$ cat src/rtl/sync_rx_checker_sat_counter.sv
// Saturating up-counter with synchronous clear; holds at all-ones.
module sat_counter #(
    parameter int W = 8
) (
    input  logic         clk,
    input  logic         rst_n,
    input  logic         clr,
    input  logic         inc,
    output logic [W-1:0] q
);

    logic [W-1:0] r_q;

    // Count up on inc, stick at the maximum value, clear wins over inc
    always_ff @(posedge clk or negedge rst_n) begin
        if (!rst_n) begin
            r_q <= '0;
        end else if (clr) begin
            r_q <= '0;
        end else if (inc && (r_q != {W{1'b1}})) begin
            r_q <= r_q + W'(1);
        end
    end

    assign q = r_q;

endmodule

$ cat config.mk
export PLATFORM = sky130hd
export DESIGN_NAME = sat_counter
export DESIGN_NICKNAME = d
export VERILOG_FILES = /design/src/rtl/sync_rx_checker_sat_counter.sv
export SDC_FILE = /design/constraint.sdc
export NUM_CORES = 1
export LEC_CHECK = 0
export CAP_MARGIN = 30
export CELL_PAD_IN_SITES_DETAIL_PLACEMENT = 2
export CELL_PAD_IN_SITES_GLOBAL_PLACEMENT = 2
export CORE_MARGIN = 2
export CORE_UTILIZATION = 24
export DETAILED_ROUTE_END_ITERATION = 8
export PLACE_DENSITY = 0.81
export SLEW_MARGIN = 40
export SYNTH_ARGS = -nofsm -noshare
export SYNTH_HDL_FRONTEND = slang
export SYNTH_SLANG_ARGS = --single-unit
$ cat constraint.sdc
create_clock -name clk -period 1.5 [get_ports clk]
set_input_delay 0.375 -clock clk [delete_from_list [all_inputs] [get_ports clk]]
set_output_delay 0.375 -clock clk [all_outputs]
set_load 0.005 [all_outputs]
# Word level (Yosys, flattened, before mapping)
# Cells that the tools add are included.
# totals
register_bits	8
elab_cells	7
inputBits	4
# classes
mux	2
add_sub_neg	1
reduce_logical	2
n_eq_ne	1
# op_table
op	count
8-bit 2-to-1 mux	2
8-bit by 1-bit adder with 8-bit output, second input constant	1
8-bit inequality test, second input constant	1
2-bit nonzero test	1
1-bit logical AND	1

# Logic depth before layout (Yosys ltp)
# Gate-level depths: netlist of the first run.
# depth
ltp_word	4
depth_mapped	4

# Worst setup path after synthesis of the first run
# No wires, ideal clock.
# synth_path
path_type	reg-to-reg
startpoint	register r_q[0], in the netlist q[0]
endpoint	register r_q[0], in the netlist q[0]
required_ns	1.375
path_stages_with_launch	5
arrival_ns	1.480
path_slack_ns	-0.104
setup_time_ns	0.125
path_buffers	0
path_cell_list	dfrtp_1 > ha_1 > and4_2 > a21boi_1 > mux2_2
# synth_via
elab_chain_len	3
elab_cells_between_ends	6
cone_classes	add/sub: 1; eq/ne: 1; mux: 2; reduce/logical: 2
# synth_lines
element	line_no	source
start: declaration	12	logic [W-1:0] r_q;
start signal: assignment	21	r_q <= r_q + W'(1);
8-bit by 1-bit adder with 8-bit output / 8-bit inequality test (equally long branches)	21, 20	
8-bit 2-to-1 mux / 1-bit logical AND (equally long branches)	20	end else if (inc && (r_q != {W{1'b1}})) begin
8-bit 2-to-1 mux / 2-bit nonzero test (equally long branches)	--	
# Several ways; a longest one is shown, not always the timed one. The select of a mux whose other input is x is not followed.
# A chain may end at the register's enable or synchronous reset.

# Final worst setup path of the first run
# layout_path
startpoint	register r_q[7], in the netlist q[7]
endpoint	output q[7]
# layout_rtl
element	line_no	source
end: declaration	9	output logic [W-1:0] q
# No word-level cell between the ends.

==> results.yml, run 1 <==
place:
  placedCellCount: 91
  hpwl_um: 1050
  gp_congestion: 0.721
  portBuffers: 11
  place_ws_ns: -0.228
worst_setup_path:
  cp_slowest_stage_delay_ns: 0.49
  cp_num_cells: 1
  crit_buf_inv: 1
  rr_worst_depth: 4
  worstPathCellList: "clkdlybuf4s50_1"
  path_class: "reg2out"
  critical_path.max_fanout: 2
  crit_required_ns: 1.12
  startpoint_type: "register"
  r2r_slack_ns: 0.04
  cp_data_arrival_time_ns: 1.08
  r2r_end: "q[0]$_DFFE_PN0P_"
  crit_path_end_kind: "output pin"
  r2r_start: "q[5]$_DFFE_PN0P_"
  cp_top_family: "buffers and inverters"
  critPathSlowestCell: "clkdlybuf4s50_1"
final_layout:
  antenna_cells: 0
  syn2layout_area_growth_pct: 77.6
  final_cell_mix: "buf_4, dfrtp_1, nor3_1, dlymetal6s2s_1, dlygate4sd2_1"
  largest_reg_flops: 8
  drive_gt1_share_pct: 42.3
  final_common_cell: "buf_4"
  fillers: 202
  regArea_um2: 204
  final_nets: 85
  final_cells: 103
  multiInputGateArea_um2: 313
timing:
  worst_pin_slew_ns: 0.380
  maxSlewViolCount: 0
  max_slew_margin_pct: 74.6
  final-hold-violation-count: 0
  min_period_over_period_pct: 97.2
  setup_ws_ns: 0.0423
  fmax_mhz: 686
  fin_skew_ns: 0.00492
  layout_min_cycle_time_ns: 1.46
  report.final.setup_viol: 0
  rsz0062_at_grt: "true"
synthesis:
  synth_top_family_by_area: "simple AND/OR/NAND/NOR gates"
  synth_async_sr_flop_share_pct: 100
  synth_edf_count: 0
  synth_mux_area_share_pct: 7.01
  synth-adder-area-share_pct: 2.70
  yosysSeqAreaShare_pct: 43.1
  syn_area_um2: 464
  yosys_register_bits: 8
  syn_avg_cell_area_um2: 9.47
  synth_nets: 54
  ys.warnings.count: 0
  synth_compound_area_share_pct: 12.7
  synth_simple_gate_area_share_pct: 31.0
  syn_inst: 49
  ys_types: 28
  synth_xor_xnor_area_share_pct: 0
  ys.flop_type: "dfrtp_1"
route:
  routedWlPerCell_um: 17.6
  ant_nets: 0
  vias: 500
  viasPerCell: 4.85
  first_iter_violations: 3
  totalWireLength_um: 1820
  firstDrtPassIters: 3
  post-route-drc-count: 0
run:
  max_cap_violations: 0
global_routing:
  groute.usage.overall_pct: 18.7
  grt_max_degree: 9
  grt_first_pass_wirelength_um: 2880
  grt_pass1_vias: 549
  antenna_found_initial: 0
  overflow: 0
cts:
  cts_hold_buf: 0
  clockRootBuffer: "clkbuf_4"
  cts_sinks: 8
  clock_latency_ns: 0.26
  cts_tree: "yes"
  path_clk_slew_ns: 0.06
  cts_buffers: 3
  htreeDepth: 1
  clk_path_buf_depth: 2
power:
  p_seq_share_pct: 46.8
  switching_share_pct: 25.2
  clockPowerShare_pct: 34.9
  combPwrFrac_pct: 18.3
  worst_ir_drop_vdd_mv: 0.447
  p_switching_mw: 0.122
  leakagePower_nw: 0.414
  power.total_mw: 0.486
  power_density_nw_per_um2: 589
  p_int_mw: 0.363
floorplan:
  io_pins: 12
  initial_utilization_pct: 26.3
  die_height_um: 48.0
  dieArea_um2: 2300
  core_area_um2: 1760
  rows: 15
  die_w_um: 48.0
outcome:
  status: "finished, final reports clean"
hold_path:
  hold_class: "in2async"
worst max-delay path by stage:
stage                     start               end  slack, ns
2_1_floorplan  q[1]$_DFFE_PN0P_  q[0]$_DFFE_PN0P_       0.05
3_3_place_gp                inc  q[5]$_DFFE_PN0P_      -0.16
3_5_place_dp                inc  q[7]$_DFFE_PN0P_      -0.23
4_1_cts        q[5]$_DFFE_PN0P_              q[5]      0.003
5_1_grt        q[5]$_DFFE_PN0P_  q[0]$_DFFE_PN0P_      -0.01
6_report       q[7]$_DFFE_PN0P_              q[7]       0.04
power by group through the flow:
stage | clock, mW | sequential (mW) | combinational, mW
after floorplan | 0 | 0.232 | 0.0229
after global placement | 0 | 0.233 | 0.0624
after detailed placement | 0 | 0.233 | 0.0654
after CTS | 0.178 | 0.225 | 0.0783
after global routing | 0.189 | 0.228 | 0.0971
final | 0.170 | 0.228 | 0.0887
kinds of logic after synthesis:
group | count (synthesis)
compound gates | 9
fa+ha+maj | 1
buf+inv | 4
flops | 8
mux | 3
simple gates | 24
through the flow:
| step | cell area, µm² | util (%) | setup TNS, ns | hold WS (ns) |
|---|---|---|---|---|
| 2_1_floorplan | 472 | - | 0 | 0.0794 |
| 3_3_place_gp | 664 | 37.7 | -0.546 | 0.562 |
| 3_5_place_dp | 664 | 37.7 | -0.774 | 0.582 |
| 4_1_cts | 757 | 42.9 | 0 | 0.415 |
| 5_1_grt | 825 | 46.7 | -0.0291 | 0.418 |
| 6_report | 825 | 46.7 | 0 | 0.402 |
layer usage:
metal  share of wire, %  track usage (%)  vias up  routed length, µm
li1                   -                -      239                  -
met1                 43             22.9      251                782
met2                 54             34.4       10                982
met3                2.8             4.53        0                 51
met4                  0             1.62        0                  0
met5                  0                0        -                  0
Yosys cell counts, types with 2 or more instances:
cell type / n / area, µm²
mux2_2: 2 / 22.5
nor2b_1: 3 / 18.8
nand2_1: 2 / 7.51
nor2_1: 2 / 7.51
nand3_1: 2 / 10.0
inv_1: 2 / 7.51
a21oi_1: 3 / 15.0
nand2b_1: 3 / 18.8
nor3_1: 4 / 20.0
dfrtp_1: 8 / 200
cell type report:
type,instances,area share (%)
multi-input cells,37,37.9
clock buffers,3,2.73
flip-flops and latches,8,24.7
repair buffers,28,29.9
inverters,2,0.910
well taps,25,3.79
timing repair:
item,CTS,global route
gates resized for setup,9,13
buffers inserted,8,1
pin swaps,2,2
setup endpoints to repair,9,8
(Power assumes the default switching activity.)
==> inputs of run 2 (changes only) <==
- CTS_BUF_LIST: not set -> sky130_fd_sc_hd__clkbuf_16
==> results.yml, run 2 (synthesis results as in run 1) <==
route:
  firstDrtPassIters: 1
  routedWlPerCell_um: 18.9
  top_layer: "met4"
  vias: 496
  wl_met2_um: 1080
  viasPerCell: 4.86
  met1_length_um: 750
  totalWireLength_um: 1930
  first_iter_violations: 0
  ant_nets: 0
  wl_met3_um: 68
  post-route-drc-count: 0
power:
  leakagePower_nw: 0.430
  worst_ir_drop_vdd_mv: 0.781
  combPwrFrac_pct: 9.9
  switching_share_pct: 20.1
  p_switching_mw: 0.154
  clockPowerShare_pct: 60.1
  p_int_mw: 0.609
  power_density_nw_per_um2: 924
  p_seq_share_pct: 30.0
place:
  hpwl_um: 1050
  portBuffers: 11
  gp_congestion: 0.721
  place_ws_ns: -0.228
floorplan:
  die_height_um: 48.0
  initial_utilization_pct: 26.3
  rows: 15
  die_w_um: 48.0
  io_pins: 12
  dieArea_um2: 2300
  core_area_um2: 1760
timing:
  max_slew_margin_pct: 72.3
  report.final.setup_viol: 0
  setup_ws_ns: 0.0320
  hold_ws_ns: 0.443
  final-hold-violation-count: 0
  fin_skew_ns: 0.000420
  worst_pin_slew_ns: 0.414
  maxSlewViolCount: 0
  layout_min_cycle_time_ns: 1.47
  min_period_over_period_pct: 97.9
  fmax_mhz: 681
  rsz0062_at_grt: "true"
final_layout:
  final_nets: 84
  antenna_cells: 0
  final_cell_mix: "buf_4, dlygate4sd2_1, dfrtp_1"
  fillers: 203
  largest_reg_flops: 8
  final_common_cell: "buf_4"
  syn2layout_area_growth_pct: 77.6
  drive_gt1_share_pct: 39.0
cts:
  clock_latency_ns: 0.23
  path_clk_slew_ns: 0.04
  cts_buffers: 3
  clockRootBuffer: "clkbuf_16"
  clk_path_buf_depth: 2
  cts_tree: "yes"
  cts_sinks: 8
  cts_hold_buf: 0
  htreeDepth: 1
worst_setup_path:
  critical_path.max_fanout: 5
  worstPathCellList: "ha_2 > and4_4 > a21boi_4 > mux2_2"
  crit_buf_inv: 0
  cp_slowest_stage_delay_ns: 0.42
  cp_data_arrival_time_ns: 1.58
  crit_path_end_kind: "register"
  crit_required_ns: 1.61
  startpoint_type: "register"
  critPathSlowestCell: "dfrtp_2"
  cp_top_family: "flip-flops"
  path_class: "reg2reg"
hold_path:
  hold_class: "in2async"
global_routing:
  overflow: 0
  grt_max_degree: 9
  grt_pass1_vias: 563
  groute.usage.overall_pct: 21.2
  grt_first_pass_wirelength_um: 2920
  antenna_found_initial: 0
run:
  max_cap_violations: 0
outcome:
  status: "finished, final reports clean"
## run 2: cell types whose count changed in the layout (fill, tap and decap cells not counted), sizes merged
| cell | before | now |
|---|---|---|
| buf | 17 | 16 |
| dlygate4sd2 | 4 | 5 |
| clkdlybuf4s50 | 3 | 2 |
## run 2: routing by layer
metal	up-vias	track usage, %
met4	0	13.0
met1	245	20.0
li1	239	-
met3	2	9.06
met2	10	37.3
met5	-	0
## run 2: through the flow
step           util [%]  instance area [µm²]  std cells  setup TNS, ns  power, mW
2_1_floorplan         -                  472         49              0      0.255
3_3_place_gp       37.7                  664         91         -0.546      0.295
3_5_place_dp       37.7                  664         91         -0.774      0.299
4_1_cts            45.2                  797        101              0      0.777
5_1_grt            46.7                  825        102       -0.00206      0.798
6_report           46.7                  825        102              0      0.762
## run 2: cell type report
cell class / instances / area [µm²] / share of cell area (%)
multi-input combinational: 37 / 273 / 33.1
inverter: 2 / 7.51 / 0.910
sequential: 8 / 204 / 24.7
timing repair buffer: 27 / 234 / 28.4
clock buffer: 3 / 75.1 / 9.10
tap: 25 / 31.3 / 3.79
## run 2: final timing paths
| path | startpoint | endpoint | slack [ns] | cells past startpoint |
|---|---|---|---|---|
| setup / recovery | q[0]$_DFFE_PN0P_ | q[0]$_DFFE_PN0P_ | 0.03 | 4 |
| hold reg to reg | q[2]$_DFFE_PN0P_ | q[2]$_DFFE_PN0P_ | 0.67 | 2 |
| setup reg to reg | q[0]$_DFFE_PN0P_ | q[0]$_DFFE_PN0P_ | 0.03 | 4 |
| hold / removal | rst_n | q[4]$_DFFE_PN0P_ | 0.44 | 1 |
| min in group clk | q[2]$_DFFE_PN0P_ | q[2]$_DFFE_PN0P_ | 0.67 | 2 |
| max in group asynchronous | rst_n | q[3]$_DFFE_PN0P_ | 0.74 | 1 |
## run 2: timing repair
item                                    in CTS  in global routing
endpoints found under the setup margin      11                  7
cloned                                       0                  0
gates resized for setup                      9                  8
setup buffers                                7                  1
pin swaps                                    0                  1
## run 2: power by group through the flow
stage               Sequential, mW  Clock, mW  Combinational, mW
finish                       0.229      0.458             0.0751
global placement             0.233          0             0.0624
CTS                          0.228      0.473             0.0757
floorplan                    0.232          0             0.0229
global route                 0.230      0.487             0.0809
detailed placement           0.233          0             0.0654
